--- src/rtl/alu_exec_pipe.sv ---
// ---------------------------------------------------------------------------
// alu_exec_pipe
//
// Purpose
//   Executes the 4-bit ALU control code coming out of the ALU control decoder
//   on two DW-bit operands: add/sub, signed set-less-than, or/and/nor, and
//   the six branch tests. It is a two-stage pipeline:
//     S1 : registers op / a / b on an input handshake.
//     S2 : registers the computed result and flags and presents them
//          on out_*.
//   Each stage has a valid/ready handshake. Throughput is one op per cycle
//   while out_ready stays high.
//
// Handshake semantics (both sides)
//   A transfer happens on a rising clk edge where valid && ready are both 1.
//   A producer holding valid high may not be withdrawn by the consumer.
//   The DUT keeps out_* stable while out_valid && !out_ready.
//   in_ready is a combinational function of the pipeline registers and
//   out_ready only. It never depends on in_valid.
//
// Parameters
//   DW     operand/result width (>= 8)
//   CNT_W  width of the taken-branch counter
//
// Configuration macro
//   ALU_TAKEN_CNT_EN  when defined, taken_cnt counts output handshakes that
//                     carry out_taken=1. The count saturates at all-ones and
//                     is cleared only by reset. When undefined, taken_cnt is
//                     tied to 0.
//
// Ports
//   clk          in   1      rising-edge clock
//   rst_n        in   1      asynchronous active-low reset
//   in_valid     in   1      op/operands valid
//   in_ready     out  1      S1 can accept this cycle
//   in_op        in   4      ALU control code
//   in_a         in   DW     operand A (rs)
//   in_b         in   DW     operand B (rt / immediate)
//   out_valid    out  1      result valid
//   out_ready    in   1      downstream accepts
//   out_result   out  DW     ALU result
//   out_zero     out  1      out_result == 0
//   out_taken    out  1      branch condition true (branch ops only)
//   out_ovf      out  1      signed overflow (add/sub only)
//   out_illegal  out  1      op code was 1100..1111
//   taken_cnt    out  CNT_W  taken-branch handshake count
// ---------------------------------------------------------------------------
module alu_exec_pipe #(
  parameter int DW    = 32,
  parameter int CNT_W = 16
) (
  input  logic             clk,
  input  logic             rst_n,
  input  logic             in_valid,
  output logic             in_ready,
  input  logic [3:0]       in_op,
  input  logic [DW-1:0]    in_a,
  input  logic [DW-1:0]    in_b,
  output logic             out_valid,
  input  logic             out_ready,
  output logic [DW-1:0]    out_result,
  output logic             out_zero,
  output logic             out_taken,
  output logic             out_ovf,
  output logic             out_illegal,
  output logic [CNT_W-1:0] taken_cnt
);

  // ALU control codes
  localparam logic [3:0] OP_ADD  = 4'b0000;
  localparam logic [3:0] OP_SUB  = 4'b0001;
  localparam logic [3:0] OP_SLT  = 4'b0010;
  localparam logic [3:0] OP_OR   = 4'b0011;
  localparam logic [3:0] OP_AND  = 4'b0100;
  localparam logic [3:0] OP_NOR  = 4'b0101;
  localparam logic [3:0] OP_BEQ  = 4'b0110;
  localparam logic [3:0] OP_BNE  = 4'b0111;
  localparam logic [3:0] OP_BGEZ = 4'b1000;
  localparam logic [3:0] OP_BGTZ = 4'b1001;
  localparam logic [3:0] OP_BLEZ = 4'b1010;
  localparam logic [3:0] OP_BLTZ = 4'b1011;

  // -------------------------------------------------------------------------
  // Stage 1: operand registers
  // -------------------------------------------------------------------------
  logic          s1_valid;
  logic [3:0]    s1_op;
  logic [DW-1:0] s1_a;
  logic [DW-1:0] s1_b;

  logic          s2_valid;
  logic          s1_adv;
  logic          in_accept;

  // S1 moves into S2 when S2 is empty or is being drained on this edge.
  assign s1_adv    = s1_valid && (!s2_valid || out_ready);
  // S1 can take a new op when it is empty or is emptying on this edge.
  assign in_ready  = !s1_valid || s1_adv;
  assign in_accept = in_valid && in_ready;

  always_ff @(posedge clk or negedge rst_n) begin
    if (!rst_n) begin
      s1_valid <= 1'b0;
      s1_op    <= '0;
      s1_a     <= '0;
      s1_b     <= '0;
    end else begin
      if (in_accept) begin
        s1_valid <= 1'b1;
        s1_op    <= in_op;
        s1_a     <= in_a;
        s1_b     <= in_b;
      end else if (s1_adv) begin
        s1_valid <= 1'b0;
      end
    end
  end

  // -------------------------------------------------------------------------
  // Execute: combinational ALU on the S1 contents
  // -------------------------------------------------------------------------
  logic [DW-1:0] sum;
  logic [DW-1:0] diff;
  logic          add_ovf;
  logic          sub_ovf;
  logic          lt_signed;
  logic          a_neg;
  logic          a_zero;

  logic [DW-1:0] ex_result;
  logic          ex_zero;
  logic          ex_taken;
  logic          ex_ovf;
  logic          ex_illegal;

  assign sum       = s1_a + s1_b;
  assign diff      = s1_a - s1_b;
  // Add overflows when both operands share a sign that the sum does not.
  assign add_ovf   = (s1_a[DW-1] == s1_b[DW-1]) && (sum[DW-1] != s1_a[DW-1]);
  // Sub overflows when operand signs differ and the result takes B's sign.
  assign sub_ovf   = (s1_a[DW-1] != s1_b[DW-1]) && (diff[DW-1] != s1_a[DW-1]);
  assign lt_signed = $signed(s1_a) < $signed(s1_b);
  assign a_neg     = s1_a[DW-1];
  assign a_zero    = (s1_a == '0);

  always_comb begin
    ex_result  = '0;
    ex_taken   = 1'b0;
    ex_ovf     = 1'b0;
    ex_illegal = 1'b0;
    case (s1_op)
      OP_ADD: begin
        ex_result = sum;
        ex_ovf    = add_ovf;
      end
      OP_SUB: begin
        ex_result = diff;
        ex_ovf    = sub_ovf;
      end
      OP_SLT:  ex_result = {{(DW-1){1'b0}}, lt_signed};
      OP_OR:   ex_result = s1_a | s1_b;
      OP_AND:  ex_result = s1_a & s1_b;
      OP_NOR:  ex_result = ~(s1_a | s1_b);
      // Branch ops report a-b as their result. Their flag is a compare only,
      // so ovf stays 0.
      OP_BEQ: begin
        ex_result = diff;
        ex_taken  = (s1_a == s1_b);
      end
      OP_BNE: begin
        ex_result = diff;
        ex_taken  = (s1_a != s1_b);
      end
      OP_BGEZ: begin
        ex_result = diff;
        ex_taken  = !a_neg;
      end
      OP_BGTZ: begin
        ex_result = diff;
        ex_taken  = !a_neg && !a_zero;
      end
      OP_BLEZ: begin
        ex_result = diff;
        ex_taken  = a_neg || a_zero;
      end
      OP_BLTZ: begin
        ex_result = diff;
        ex_taken  = a_neg;
      end
      default: begin
        // 1100..1111: flows down the pipe as a zero result with only the
        // illegal flag set.
        ex_illegal = 1'b1;
      end
    endcase
  end

  assign ex_zero = (ex_result == '0);

  // -------------------------------------------------------------------------
  // Stage 2: output registers
  // -------------------------------------------------------------------------
  logic [DW-1:0] s2_result;
  logic          s2_zero;
  logic          s2_taken;
  logic          s2_ovf;
  logic          s2_illegal;

  always_ff @(posedge clk or negedge rst_n) begin
    if (!rst_n) begin
      s2_valid   <= 1'b0;
      s2_result  <= '0;
      s2_zero    <= 1'b0;
      s2_taken   <= 1'b0;
      s2_ovf     <= 1'b0;
      s2_illegal <= 1'b0;
    end else begin
      if (s1_adv) begin
        s2_valid   <= 1'b1;
        s2_result  <= ex_result;
        s2_zero    <= ex_zero;
        s2_taken   <= ex_taken;
        s2_ovf     <= ex_ovf;
        s2_illegal <= ex_illegal;
      end else if (out_ready) begin
        // The data fields keep their last value. Only valid drops.
        s2_valid <= 1'b0;
      end
    end
  end

  assign out_valid   = s2_valid;
  assign out_result  = s2_result;
  assign out_zero    = s2_zero;
  assign out_taken   = s2_taken;
  assign out_ovf     = s2_ovf;
  assign out_illegal = s2_illegal;

  // -------------------------------------------------------------------------
  // Taken-branch counter
  // -------------------------------------------------------------------------
`ifdef ALU_TAKEN_CNT_EN
  logic [CNT_W-1:0] cnt_q;
  logic             cnt_inc;

  // Counts only a completed output handshake. A taken op that is stalled in
  // S2 is not counted until it leaves.
  assign cnt_inc = s2_valid && out_ready && s2_taken && (cnt_q != '1);

  always_ff @(posedge clk or negedge rst_n) begin
    if (!rst_n) begin
      cnt_q <= '0;
    end else if (cnt_inc) begin
      cnt_q <= cnt_q + CNT_W'(1);
    end
  end

  assign taken_cnt = cnt_q;
`else
  assign taken_cnt = '0;
`endif

endmodule

--- config.mk ---
export PLATFORM = sky130hd
export DESIGN_NAME = alu_exec_pipe
export DESIGN_NICKNAME = d
export VERILOG_FILES = /design/src/rtl/alu_exec_pipe.sv
export SDC_FILE = /design/constraint.sdc
export NUM_CORES = 1
export LEC_CHECK = 0
export CORE_MARGIN = 4
export CORE_UTILIZATION = 60
export CTS_CLUSTER_SIZE = 30
export DETAILED_ROUTE_END_ITERATION = 16
export GPL_ROUTABILITY_DRIVEN = 1
export MAX_ROUTING_LAYER = met4
export PLACE_DENSITY = 0.85
export RECOVER_POWER = 25
export SLEW_MARGIN = 20
export SYNTH_ARGS = -nofsm -noshare
export SYNTH_HDL_FRONTEND = slang
export SYNTH_SLANG_ARGS = --single-unit
--- constraint.sdc ---
create_clock -name clk -period 5 [get_ports clk]
set_input_delay 0.5 -clock clk [delete_from_list [all_inputs] [get_ports clk]]
set_output_delay 0.5 -clock clk [all_outputs]
set_load 0.05 [all_outputs]
## Word level (Yosys, flattened, before mapping)

Cells that the tools add are included.

- Input bits: 72
- Register bits after elaboration: 106
- Output and inout bits: 54
- Word-level logic and storage cells: 60

- Reductions and logical operators: 19
- $add $sub $neg: 2
- Multiplexer cells: 8
- Equality and inequality tests: 17
- Bitwise gates (word level): 3
- Magnitude comparators: 1

Operator list:

| kind | number |
|---|---|
| one-hot mux 32 bit (6 select lines) | 1 |
| zero test 32 bit | 2 |
| adder 32 bit | 1 |
| bitwise AND 32 bit | 1 |
| == test 32 bit | 1 |
| < comparator 32 bit | 1 |
| inequality test 32 bit | 1 |
| NOT 32 bit | 1 |
| OR 32 bit | 1 |
| subtractor 32 bit | 1 |
| == test 4 x 3 -> 1 bit (second input constant) | 4 |
| == test 4 bit (second input constant) | 4 |
| OR reduction 12 bit | 1 |
| == test 4 x 2 -> 1 bit (second input constant) | 2 |
| OR reduction 7 bit | 1 |
| one-hot mux 1 bit (6 select lines) | 1 |
| logical AND 1 bit | 5 |
| two-way mux 1 bit | 5 |
| == test 4 x 1 -> 1 bit (second input constant) | 1 |
| zero test 1 bit | 4 |
| zero test 4 bit | 1 |
| nonzero test 2 bit | 2 |
| logical OR 1 bit | 3 |
| inequality test 1 bit | 3 |
| other kinds (2) | 2 |

## Depth between registers and ports, before layout

- Depth in word-level cells: 6
- Mapped depth: 15
- Depth with buffers taken out: 14

## Worst setup path after synthesis

Ideal clock, no wire load.

- Kind: reg2reg
- Start point: reg s1_a[0]
- End point: reg s2_zero, in the netlist out_zero
- Arrival: 3.245 ns
- Stages on the path, launching flop included: 15
- Setup time: 0.103 ns
- Buffers on the path: 0
- Required time: 4.897 ns
- Period minus slack after synthesis: 3.348 ns
- Slack: 1.652 ns
- Path through: dfrtp_1 > inv_1 > ha_1 > fa_1 > o21ba_1 > nor4_2 > o31a_2 > o21bai_4 > a211oi_2 > nor3_1 > a2111oi_2 > nand4_1 > nor4_1 > nand4_1 > o41ai_2

- Word-level cells in the longest chain between the ends: 4
- Elaborated cells between the ends (all ways): 8
- Those cells by class: add/sub (2); order compare (1); mux (1); bitwise (3); reduce/logical (1)

RTL lines:

| what | RTL line | RTL |
|---|---|---|
| from (decl) | 88 | `logic [DW-1:0] s1_a;` |
| from (signal assigned) | 111 | `s1_a <= in_a;` |
| parallel branches: the longest is 2 deep, another holds subtractor 32 bit | -- |  |
| one-hot mux 32 bit (6 select lines) (*) | 151 | `case (s1_op)` |
| zero test 32 bit (*) | 198 | `assign ex_zero = (ex_result == '0);` |
| to (signal assigned) | 221 | `s2_zero <= ex_zero;` |
| to (decl) | 204 | `logic s2_zero;` |

Mark *: on every way between the ends.
A chain may end at the register's enable or synchronous reset.

## Worst setup path after layout

- Start point: reg s1_op[3]
- End point: reg s2_zero, in the netlist out_zero

- Word-level cells in the longest chain between the ends: 4
- Elaborated cells between the ends (all ways): 15
- Those cells by class: eq/ne (11); mux (1); reduce/logical (3)

RTL lines:

| what | RTL line | RTL |
|---|---|---|
| from (decl) | 87 | `logic [3:0] s1_op;` |
| from (signal assigned) | 110 | `s1_op <= in_op;` |
| == test 4 bit (tied with other cells) | 151 |  |
| OR reduction 7 bit (no source line) | -- |  |
| one-hot mux 32 bit (6 select lines) (*) | 151 |  |
| zero test 32 bit (*) | 198 |  |

Every way passes the cells marked *; elsewhere a longest branch is shown, timed or not.

==> metrics.log <==
[metrics] run status: finished with violations
[metrics] failing checks: max-capacitance violations, max-slew violations
[metrics] crit start category: register
[metrics] Top FF cell, synth: sky130_fd_sc_hd__dfrtp_1
[metrics] post-cts hold buffer count: 0
[metrics] CP arrival: 4.73 ns
[metrics] highest clock rate: 224.5 MHz
[metrics] Placed Instances: 1457
[metrics] Rel. slew slack: -151.1%
[metrics] top cell type's share of synthesized area: 25.98%
[metrics] Max H-tree Level: 3
[metrics] number of core rows: 47
[metrics] total negative setup slack: 0 ns
[metrics] DR iter-0 viols: 1233
[metrics] CTS tree: done
[metrics] effective utilization at floorplan: 61.36%
[metrics] slowest cell delay on critical path: 0.75 ns
[metrics] syn_area_per_cell: 8.639 sq um
[metrics] share of the yosys chip area belonging to registers: 25.98%
[metrics] count of buffer and inverter cells on the critical path: 1
[metrics] Layout area overhead: 13.56%
[metrics] maximum buffer depth of the clock tree: 2
[metrics] Die Height: 138.5 um
[metrics] required time of the critical path: 5.28 ns
[metrics] ranking of synthesized cells by area: sky130_fd_sc_hd__dfrtp_1, sky130_fd_sc_hd__ha_1, sky130_fd_sc_hd__mux2_2
[metrics] crit path kind: register to register
[metrics] final worst hold slack: 0.4881 ns
[metrics] clock insertion delay at the later pin of the skew report: 0.37 ns
[metrics] cell area after technology mapping: 10210 sq um
[metrics] number of global-route vias before repair: 9387
[metrics] share of cells above drive strength 1: 12.61%
[metrics] Top cell by count, worst path: sky130_fd_sc_hd__nand4_1
[metrics] largest net degree at the start of global routing: 67
[metrics] grt met1 use: 46.87%
[metrics] power per cell area: 445.5 nW/um^2
[metrics] TritonCTS buffer count: 9
[metrics] drt pass-1 iters: 5
[metrics] number of antenna violations at the first check in global routing: 1
[metrics] number of instances resized during post-cts repair: 0
[metrics] distinct cell type count of the synthesized netlist: 99
[metrics] clock-pin slew on the worst setup and hold paths: 0.09 ns
[metrics] Critical-path top delay cell: sky130_fd_sc_hd__dfrtp_1
[metrics] worst min path class: register to register
[metrics] asr flop ratio synth: 100.0%
[metrics] min cycle time layout: 4.454 ns
[metrics] largest clock skew in the final design: 0.01377 ns
[metrics] crit path max fanout: 31
[metrics] synthesis-stage register bit count: 106
[metrics] Post-synth EDFFs: 0
[metrics] highest ir drop seen on vdd: 0.0002975 V
[metrics] YS warnings: 0
[metrics] Crit path max-delay family: simple AND/OR/NAND/NOR gates
[metrics] endpoint class of the critical path: register
[metrics] cell type contributing the most total cell area after synthesis: sky130_fd_sc_hd__dfrtp_1
[metrics] GRT busiest layer: met2
[metrics] count of input and output buffers: 109
[metrics] Vias/cell: 6.711
[metrics] Sinks on Clock Net: 106
[metrics] count of endpoints failing hold in the final timing report: 0
[metrics] leakage power total: 5.010 nW
[metrics] total design power: 5.166 mW
[metrics] die span in x: 138.5 um
[metrics] setup repair after global routing missed its margin: false
[metrics] number of vias after detailed routing: 9892
[metrics] maximum capacitance violations: 1
[metrics] placeable core region: 16640 sq um
[metrics] final critical-path share of the clock period: 89.08%
[metrics] total routed wirelength: 34000 um
[metrics] Remaining DRCs: 0
[metrics] count of nets after finishing: 1422
[metrics] number of pins exceeding their max-slew limit in the final report: 67
[metrics] wire per inst: 23.06 um
[metrics] Final Core Density: 69.68%
[metrics] die area: 19170 sq um
[metrics] Overall Global Routing Usage: 35.26%
[metrics] Post-CTS Setup Repair Bufs: 0
[metrics] global routing usage on met3: 7.631%
[metrics] wire length of the first global-routing pass: 52630 um
[metrics] remaining global-route overflow: 0
[metrics] sequence of cells on the critical path: inv_1 > nand3_1 > and2_2 > o221ai_1 > a22oi_1 > nor4bb_1 > o2111a_1 > nand4_1 > nor4_1 > nand4_1 > o41ai_2
[metrics] number of top-level pins: 126
[metrics] final antenna-violating net count: 0
[metrics] number of cells in the finished layout apart from fillers: 1474
[metrics] Mapped Cells: 1182
[metrics] CTS root buf: sky130_fd_sc_hd__clkbuf_16
[metrics] measured slew at the worst slew-check pin: 3.767 ns
[metrics] final-report setup violation count: 0
[metrics] final weighted congestion in routability-driven placement: 1.014
[metrics] half-perimeter wire length of the detailed placement result: 25710 um
[metrics] met2 Use GR: 52.77%
-- synthesized netlist by cell type, drive strengths merged, types with 13 or more instances --
library cell	count
nand3	29
nor3	28
ha	100
mux2	85
nand4	18
nor2b	16
nor4	24
a21oi	84
dfrtp	106
o21ai	62
inv	94
a21o	13
nor2	91
nand2	71
buf	50
nand2b	15
a31oi	14
a221o	18
clkbuf	31
o31ai	15
a221oi	15
-- sequential cells by signal, summed over array words and instances (netlist names) --
name and cells:
out_result 32, s1_a 32, s1_b 32, s1_op 4
out_illegal 1, out_ovf 1, out_taken 1, out_valid 1
out_zero 1, s1_valid 1
-- area by class of cell --
cell class              count  area [sq um]
flip-flops and latches    106          2653
diodes                      1         2.502
multi-input cells         915          6849
clock buffers               9         225.2
well taps                 220         275.3
inverters                  95         356.6
clock inverters             7         60.06
repair buffers            121          1175
fillers                  1416          5046
-- cell families after synthesis --
group	after synthesis	share of synthesized area (%)
buffers and inverters	176	7.744
other	1	0.03672
muxes	97	10.55
AOI/OAI and AO/OA	349	24.97
adders and majority gates	102	12.65
and+or+nand+nor	341	17.22
DFF	106	25.98
xor gates and xnor gates	10	0.8578
-- metrics by stage --
| step | setup WS [ns] | instance area, sq um |
|---|---|---|
| after detailed placement | 0.7582 | 11310 |
| after floorplan | 1.652 | 10270 |
| after global placement | 0.7255 | 11310 |
| after global routing | 0.4791 | 11600 |
| after CTS | 0.7241 | 11600 |
| final | 0.5459 | 11600 |
-- layer usage --
metal  part of all wire (%)  vias up  routed length [um]
met5                      0        -                   0
met2                     44      628               15040
li1                       -     4451                   -
met1                     41     4725               14050
met4                    3.9        0                1342
met3                     10       88                3567
-- cell usage in the layout (no fill, tap or decap), types with 7 or more instances in the layout --
cell / netlist / routed
sky130_fd_sc_hd__nand3_1: 29 / 29
sky130_fd_sc_hd__mux2_2: 84 / 84
sky130_fd_sc_hd__buf_4: 23 / 12
sky130_fd_sc_hd__mux2i_1: 12 / 12
sky130_fd_sc_hd__clkbuf_16: 0 / 9
sky130_fd_sc_hd__nor2b_1: 15 / 15
sky130_fd_sc_hd__nor4_1: 20 / 19
sky130_fd_sc_hd__o31a_1: 7 / 7
sky130_fd_sc_hd__xnor2_1: 7 / 7
sky130_fd_sc_hd__nand2_1: 70 / 69
sky130_fd_sc_hd__ha_1: 100 / 100
sky130_fd_sc_hd__o31ai_1: 15 / 15
sky130_fd_sc_hd__o21ai_0: 56 / 56
sky130_fd_sc_hd__o211ai_1: 11 / 11
sky130_fd_sc_hd__nand2b_1: 15 / 15
sky130_fd_sc_hd__inv_1: 94 / 94
sky130_fd_sc_hd__conb_1: 1 / 16
sky130_fd_sc_hd__a31oi_1: 13 / 13
sky130_fd_sc_hd__a21oi_1: 82 / 82
sky130_fd_sc_hd__or2_2: 7 / 7
sky130_fd_sc_hd__dfrtp_1: 106 / 106
sky130_fd_sc_hd__a21o_1: 13 / 13
sky130_fd_sc_hd__o22ai_1: 7 / 7
sky130_fd_sc_hd__nor2_1: 91 / 91
sky130_fd_sc_hd__o221ai_1: 10 / 10
sky130_fd_sc_hd__nand4_1: 18 / 18
sky130_fd_sc_hd__a221o_1: 18 / 18
sky130_fd_sc_hd__nor3_1: 26 / 26
sky130_fd_sc_hd__and2_1: 11 / 10
sky130_fd_sc_hd__o21bai_1: 9 / 9
sky130_fd_sc_hd__a211oi_1: 8 / 8
sky130_fd_sc_hd__clkdlybuf4s50_1: 0 / 107
sky130_fd_sc_hd__a221oi_1: 14 / 14
-- worst reg2reg max path: stages (launching register included) --
cell and delay [ns]:
sky130_fd_sc_hd__dfrtp_1 0.75, sky130_fd_sc_hd__inv_1 0.46, sky130_fd_sc_hd__nand3_1 0.29, sky130_fd_sc_hd__and2_2 0.66, sky130_fd_sc_hd__o221ai_1 0.24, sky130_fd_sc_hd__a22oi_1 0.30
sky130_fd_sc_hd__nor4bb_1 0.41, sky130_fd_sc_hd__o2111a_1 0.24, sky130_fd_sc_hd__nand4_1 0.14, sky130_fd_sc_hd__nor4_1 0.38, sky130_fd_sc_hd__nand4_1 0.17, sky130_fd_sc_hd__o41ai_2 0.30
-- where the power goes --
group | leakage (nW) | internal (mW) | total, mW | switching, mW
combinational | 3.61 | 1.13 | 3.17 | 2.04
sequential | 1.27 | 1.06 | 1.27 | 0.213
clock | 0.136 | 0.347 | 0.718 | 0.371
-- path summary, 6_finish.rpt --
path | start | slack, ns | to | cells after the start
max | s1_op[3]$_DFFE_PN0P_ | 0.55 | out_zero$_DFFE_PN0P_ | 11
min | out_result[6]$_DFFE_PN0P_ | 0.49 | out_result[6]$_DFFE_PN0P_ | 2
max reg2reg | s1_op[3]$_DFFE_PN0P_ | 0.55 | out_zero$_DFFE_PN0P_ | 11
min reg2reg | out_result[6]$_DFFE_PN0P_ | 0.49 | out_result[6]$_DFFE_PN0P_ | 2
max in group asynchronous | rst_n | 1.45 | out_result[26]$_DFFE_PN0P_ | 1
min in group asynchronous | rst_n | 1.42 | s1_a[13]$_DFFE_PN0P_ | 1
No activity file was read; power rests on OpenSTA's default activity.
